File: src/rtl/mux_n_pipe.sv
// mux_n_pipe: selects one of N_IN packed input channels per accepted word and
// holds up to two selected words (main + skid) so that the upstream ready can
// be a pure register while still sustaining one word per cycle downstream.
//
// Handshake: a word moves across a port on any rising edge where that port's
// valid and ready are both 1. A producer holds valid and its payload steady
// until the transfer happens. in_ready comes only from registered occupancy,
// so it never depends combinationally on out_ready. out_valid and the output
// payload stay stable while out_ready is 0.
module mux_n_pipe #(
  parameter int WIDTH = 32,
  parameter int N_IN  = 3,
  localparam int SEL_W = (N_IN > 2) ? $clog2(N_IN) : 1
) (
  input  logic                  clk,
  input  logic                  rst_n,
  input  logic                  in_valid,
  output logic                  in_ready,
  input  logic [N_IN*WIDTH-1:0] in_data,
  input  logic [SEL_W-1:0]      in_sel,
  input  logic                  flush,
  output logic                  out_valid,
  input  logic                  out_ready,
  output logic [WIDTH-1:0]      out_data,
  output logic                  out_sel_err,
  output logic                  err_sticky,
  input  logic                  err_clr,
  output logic [1:0]            state_dbg
);

  typedef enum logic [1:0] {
    S_EMPTY = 2'd0,
    S_ONE   = 2'd1,
    S_TWO   = 2'd2
  } state_t;

  state_t             state;
  logic [WIDTH-1:0]   main_data;
  logic               main_err;
  logic [WIDTH-1:0]   skid_data;
  logic               skid_err;

  logic [WIDTH-1:0]   sel_data;
  logic               sel_hit;
  logic               sel_err;
  logic               in_fire;
  logic               out_fire;

  // Channel select: an unmatched select yields zero data and an error tag.
  always_comb begin
    sel_data = '0;
    sel_hit  = 1'b0;
    for (int k = 0; k < N_IN; k++) begin
      if (in_sel == SEL_W'(k)) begin
        sel_data = in_data[k*WIDTH +: WIDTH];
        sel_hit  = 1'b1;
      end
    end
  end

  assign sel_err = ~sel_hit;

  // A flush discards the incoming word, so it never counts as accepted.
  assign in_fire  = in_valid & in_ready & ~flush;
  assign out_fire = out_valid & out_ready;

  assign out_data    = main_data;
  assign out_sel_err = main_err;
  assign state_dbg   = state;

  // Occupancy FSM with registered ready/valid and the sticky error flag.
  always_ff @(posedge clk) begin
    if (!rst_n) begin
      state      <= S_EMPTY;
      main_data  <= '0;
      main_err   <= 1'b0;
      skid_data  <= '0;
      skid_err   <= 1'b0;
      in_ready   <= 1'b0;
      out_valid  <= 1'b0;
      err_sticky <= 1'b0;
    end else begin
      if (flush) begin
        // Any output transfer this cycle completes; everything held is dropped.
        state     <= S_EMPTY;
        main_err  <= 1'b0;
        skid_err  <= 1'b0;
        in_ready  <= 1'b1;
        out_valid <= 1'b0;
      end else begin
        case (state)
          S_EMPTY: begin
            in_ready <= 1'b1;
            if (in_fire) begin
              main_data <= sel_data;
              main_err  <= sel_err;
              state     <= S_ONE;
              out_valid <= 1'b1;
            end
          end
          S_ONE: begin
            case ({in_fire, out_fire})
              2'b11: begin
                // Pass-through: new word replaces the departing one.
                main_data <= sel_data;
                main_err  <= sel_err;
              end
              2'b10: begin
                // Downstream stalled: park the new word behind the oldest.
                skid_data <= sel_data;
                skid_err  <= sel_err;
                state     <= S_TWO;
                in_ready  <= 1'b0;
              end
              2'b01: begin
                main_err  <= 1'b0;
                state     <= S_EMPTY;
                out_valid <= 1'b0;
              end
              default: begin
                state <= S_ONE;
              end
            endcase
          end
          S_TWO: begin
            // in_ready is 0 here, so only a departure can change occupancy.
            if (out_fire) begin
              main_data <= skid_data;
              main_err  <= skid_err;
              skid_err  <= 1'b0;
              state     <= S_ONE;
              in_ready  <= 1'b1;
            end
          end
          default: begin
            state     <= S_EMPTY;
            main_err  <= 1'b0;
            skid_err  <= 1'b0;
            in_ready  <= 1'b1;
            out_valid <= 1'b0;
          end
        endcase
      end

      // Set wins over clear so an error accepted alongside a clear is kept.
      if (in_fire && sel_err) begin
        err_sticky <= 1'b1;
      end else if (err_clr) begin
        err_sticky <= 1'b0;
      end
    end
  end

endmodule

File: config.mk
export PLATFORM = sky130hd
export DESIGN_NAME = mux_n_pipe
export DESIGN_NICKNAME = d
export VERILOG_FILES = /design/src/rtl/mux_n_pipe.sv
export SDC_FILE = /design/constraint.sdc
export NUM_CORES = 1
export LEC_CHECK = 0
export ABC_AREA = 1
export BUFFER_PORTS_ARGS = -buffer_cell sky130_fd_sc_hd__buf_2
export CORE_UTILIZATION = 51
export DETAILED_ROUTE_END_ITERATION = 12
export PLACE_DENSITY = 0.91
export SYNTH_ARGS = -nofsm -noshare
export SYNTH_HDL_FRONTEND = slang
export SYNTH_SLANG_ARGS = --single-unit
File: constraint.sdc
create_clock -name clk -period 2 [get_ports clk]
set_input_delay 0.3 -clock clk [delete_from_list [all_inputs] [get_ports clk]]
set_output_delay 0.3 -clock clk [all_outputs]
set_load 0.02 [all_outputs]
======== After elaboration in Yosys (flattened, before gate mapping) ========
Cells that the tools add are included.
storage, ports and cells
  bits in registers ....................... 71
  word-level logic and storage cells ...... 75
  output and inout port bits .............. 38
  input port bits ......................... 104
cells by class
  equal/unequal tests ..................... 16
  multiplexer cells ....................... 30
  bitwise operators ....................... 8
  reductions and logical operators ........ 13
operators with widths
  kind                                                                    number
  32-bit 2-to-1 mux                                                       6
  32-bit one-hot mux with 3 select lines                                  1
  3-bit AND reduction                                                     5
  1-bit 2-to-1 mux                                                        14
  2-bit one-hot mux with 3 select lines                                   2
  1-bit one-hot mux with 3 select lines                                   3
  2-bit equality test (second input constant)                             4
  2-bit != test (second input constant)                                   4
  2-bit by 1-bit equality test with 1-bit output (second input constant)  3
  3-bit != test (second input constant)                                   2
  1-bit NOT                                                               5
  5-bit AND reduction                                                     1
  2-bit logical NOT                                                       2
  2-bit 2-to-1 mux                                                        2
  2-bit by 1-bit != test with 1-bit output (second input constant)        2
  1-bit one-hot mux with 2 select lines                                   2
  1-bit bitwise AND                                                       3
  3-bit by 1-bit != test with 1-bit output (second input constant)        1
  3-bit nonzero test                                                      1
  2-bit AND reduction                                                     1
  2-bit nonzero test                                                      1
  2-bit OR reduction                                                      1
  1-bit logical AND                                                       1

======== Depth between registers and ports, before layout ========
  depth in word-level cells ............... 7
  mapped depth ............................ 13
  gate-level depth less buffers ........... 12

======== Least setup slack after synthesis ========
OpenSTA, ideal clock, no wires.
  path kind ............................... register to register
  from .................................... reg in_ready
  to ...................................... reg main_data[0] (netlist: out_data[0])
  setup time .............................. 64 ps
  data required time ...................... 1936 ps
  cell stages (with the launch flop) ...... 13
  arrival time ............................ 1736 ps
  buffers on the path ..................... 1
  period minus slack after synthesis ...... 1799 ps
  path slack .............................. 201 ps
  cells stage by stage .................... dfxtp_1 -> nand3_1 -> inv_1 -> ha_1 -> inv_1 -> nand2_1 -> nand2_1 -> nor2_2 -> nand3_2 -> buf_6 -> nand2_1 -> nand2_1 -> nor2_1
on the way
  longest elaborated chain between the ends .. 5
  elaborated cells between the ends (all ways) .. 6
  classes of those cells .................. 3 x eq/ne; 2 x bitwise; 1 x reduce/logical
ends and longest elaborated chain
  element                                                    RTL line  RTL
  start: declaration                                         18        output logic in_ready,
  start signal: assignment                                   79        in_ready <= 1'b0;
  start signal: assignment                                   88        in_ready <= 1'b1;
  start signal: assignment                                   93        in_ready <= 1'b1;
  1-bit bitwise AND (*) (2 in a row)                         64        assign in_fire = in_valid & in_ready & ~flush;
  2-bit equality test                                        102       case ({in_fire, out_fire})
  2-bit by 1-bit != test with 1-bit output (no source line)  --
  5-bit AND reduction (no source line) (*)                   --
  end signal: assignment                                     95        main_data <= sel_data;
  end signal: assignment                                     105       main_data <= sel_data;
  end signal: assignment                                     128       main_data <= skid_data;
  end: declaration                                           38        logic [WIDTH-1:0] main_data;
Mark *: on every way between the ends. The rest lies on a longest branch, timed or not.
A chain may end at the register's enable or synchronous reset.

======== Worst setup path in the final report ========
  from .................................... reg out_valid
  to ...................................... reg main_data[12] (netlist: out_data[12])
on the way
  longest elaborated chain between the ends .. 4
  elaborated cells between the ends (all ways) .. 5
  classes of those cells .................. 3 x eq/ne; 1 x bitwise; 1 x reduce/logical
ends and longest elaborated chain
  element                                                    RTL line  RTL
  start: declaration                                         22        output logic out_valid,
  start signal: assignment                                   80        out_valid <= 1'b0;
  start signal: assignment                                   89        out_valid <= 1'b0;
  start signal: assignment                                   98        out_valid <= 1'b1;
  1-bit bitwise AND (*)                                      65        assign out_fire = out_valid & out_ready;
  2-bit equality test                                        102
  2-bit by 1-bit != test with 1-bit output (no source line)  --
  5-bit AND reduction (no source line) (*)                   --
Marks and branches as above.

==> flow_summary.ini <==
[drt]
met1_length_um = 4930
wl_met3_um = 953
drtIter0Drc = 301
vias = 4834
drcViolationCount = 0
postRouteAntennaNets = 0
wl_per_cell_um = 13.1
highest_layer = met4
met2_length_um = 5960
wl_um = 12300
vias_per_cell = 5.14
dr.pass1.iters = 6

[placement]
dp_hpwl_um = 8530
gp_congestion = 0.884
portBuffers = 141
numPlacedInstances = 924

[synth]
synth_cells = 703
synth_nets = 811
synth_edf_count = 0
yosysSeqAreaShare_pct = 33.9
synth_flop_cell = dfxtp_1
ys_ff_latch = 71
avgSynthCellArea_um2 = 5.97
async_flop_share_pct = 0
synthesis.area_um2 = 4200
ys_types = 22
synth_warnings = 0

[finish]
drive_gt1_share_pct = 23.0
fin_cells = 940
nNetsFinal = 941
final_common_cell = nand2_1
antenna-diode-count = 0
final_util_pct = 66.4
area_growth_pct = 24.3
mostFrequentLayoutCells = nand2_1, buf_2, inv_1

[clocking]
cts_buffers = 9
clk_pin_slew_ns = 0.08
cts_buffer_depth = 2
h-tree-depth = 3
cts_sinks = 71
cts_hold_buf = 0
cts_tree = done
clock_tree.root_cell = clkbuf_8
worstSkewPairLatency_ns = 0.35
post_cts_buffers = 0

[power_and_ir_drop]
p_per_area_nw_per_um2 = 675
ir_worst_vdd_uv = 470
power_mw = 3.52
leakage_nw = 2.73

[floorplanning]
start_util_pct = 53.5
rows = 32
die_area_um2 = 8590
die_h_um = 92.7
core_area_um2 = 7850
ioPinCount = 142
die_x_um = 92.7

[timing]
finalMaxSlewViolations = 0
fmax_ghz = 0.532
fin_tns_setup_ns = 0
tightestPinTransition_ns = 0.630
finalCriticalPeriod_ns = 1.88
relSlewSlack_pct = 57.9
setup_violations = 0
finClkSkew_ns = 0.0103
rsz0062_at_grt = no
report.final.hold_viol_count = 0
fin_crit_sh_pct = 93.9

[flow_run]
cap_violations = 0

[critical_path]
cp-end-kind = flop
crit_type = flop to flop
required_ns = 2.29
crit_arrival_ns = 2.16
rrSetupSlack_ns = 0.12
r2r_cells = 12
crit_fanout = 29
cp-start-kind = flop

[grt]
grt_pass1_vias = 4228
gr-total-overflow = 0
grt_antenna_before_repair = 0
track_usage_pct = 28.8
grt_pass1_wl_um = 19600
grt_max_degree = 34

[hold_path]
hold_class = input port to flop
hold_depth = 4

[run_status]
status = completed
[power by group]
group	leakage [nW]	total [mW]	switching, mW	internal [mW]
registers	0.576	1.49	0.0309	1.46
clock network	0.110	1.29	0.556	0.737
logic	2.05	0.733	0.462	0.271
[worst max-delay path, cell delays in order (launching register included)]
cell	delay, ns
dfxtp_1	0.36
nand2_1	0.16
inv_1	0.14
ha_1	0.20
inv_1	0.07
nand2_1	0.05
nand2_1	0.08
nor2_4	0.13
nand3_2	0.16
buf_12	0.21
nand2_1	0.07
nand2_1	0.06
nor2_1	0.13
[routing by layer]
layer  vias up  GRT usage (%)
met2       239           48.9
met3        36           3.94
met5         -              0
li1       2440              -
met4         0           15.0
met1      2119           35.4
[synth_stat cells, types with 4 or more instances]
| cell | count | share of area [%] |
|---|---|---|
| buf_1 | 5 | 0.45 |
| buf_4 | 5 | 0.89 |
| nand3_1 | 102 | 12 |
| nand4_1 | 32 | 4.8 |
| inv_1 | 109 | 9.8 |
| buf_2 | 26 | 3.1 |
| a21oi_1 | 7 | 0.83 |
| clkbuf_1 | 7 | 0.63 |
| o21ai_0 | 20 | 2.4 |
| nor2_1 | 73 | 6.5 |
| nand2_1 | 214 | 19 |
| o21ai_1 | 13 | 1.6 |
| dfxtp_1 | 71 | 34 |
| ha_1 | 4 | 1.2 |
[cell families after synthesis]
| kind of cell | synth area share (%) |
|---|---|
| AOI/OAI and AO/OA | 5.16 |
| DFF | 33.9 |
| adders and majority gates | 1.19 |
| buffers and inverters | 15.9 |
| and+or+nand+nor | 43.9 |
[flip-flops by register name, indices dropped and copies added, names as in the netlist]
| register | count |
|---|---|
| out_data | 32 |
| skid_data | 32 |
| state_dbg | 2 |
| err_sticky | 1 |
| in_ready | 1 |
| out_sel_err | 1 |
| out_valid | 1 |
| skid_err | 1 |
[what timing repair did]
action / CTS / global route
gates resized for setup: 0 / 3
setup endpoints to repair: 0 / 13
endpoints found under the hold margin: 0 / 0
[stage by stage]
stage / instance area [µm²] / hold WS (ns) / setup slack (ns)
finish: 5210 / 0.202 / 0.121
global route: 5210 / 0.234 / 0.00146
CTS: 5200 / 0.201 / 0.145
detailed placement: 4980 / 0.445 / 0.0424
global placement: 4980 / 0.441 / 0.147
floorplan: 4200 / 0.432 / 0.201
[final cells by class]
cell class | count | area (µm²)
flip-flops and latches | 71 | 1420
clock inverters | 5 | 81.3
clock buffers | 11 | 141
multi-input cells | 474 | 2120
repair buffers | 165 | 902
fillers | 687 | 2630
well taps | 102 | 128
inverters | 112 | 420
[worst paths after layout]
| path | from | endpoint |
|---|---|---|
| hold / removal | err_clr | err_sticky |
| setup / recovery | out_valid | out_data[12] |
| setup reg to reg | out_valid | out_data[12] |
| hold reg to reg | skid_data[6] | skid_data[6] |
No activity file was read; power rests on OpenSTA's default activity.
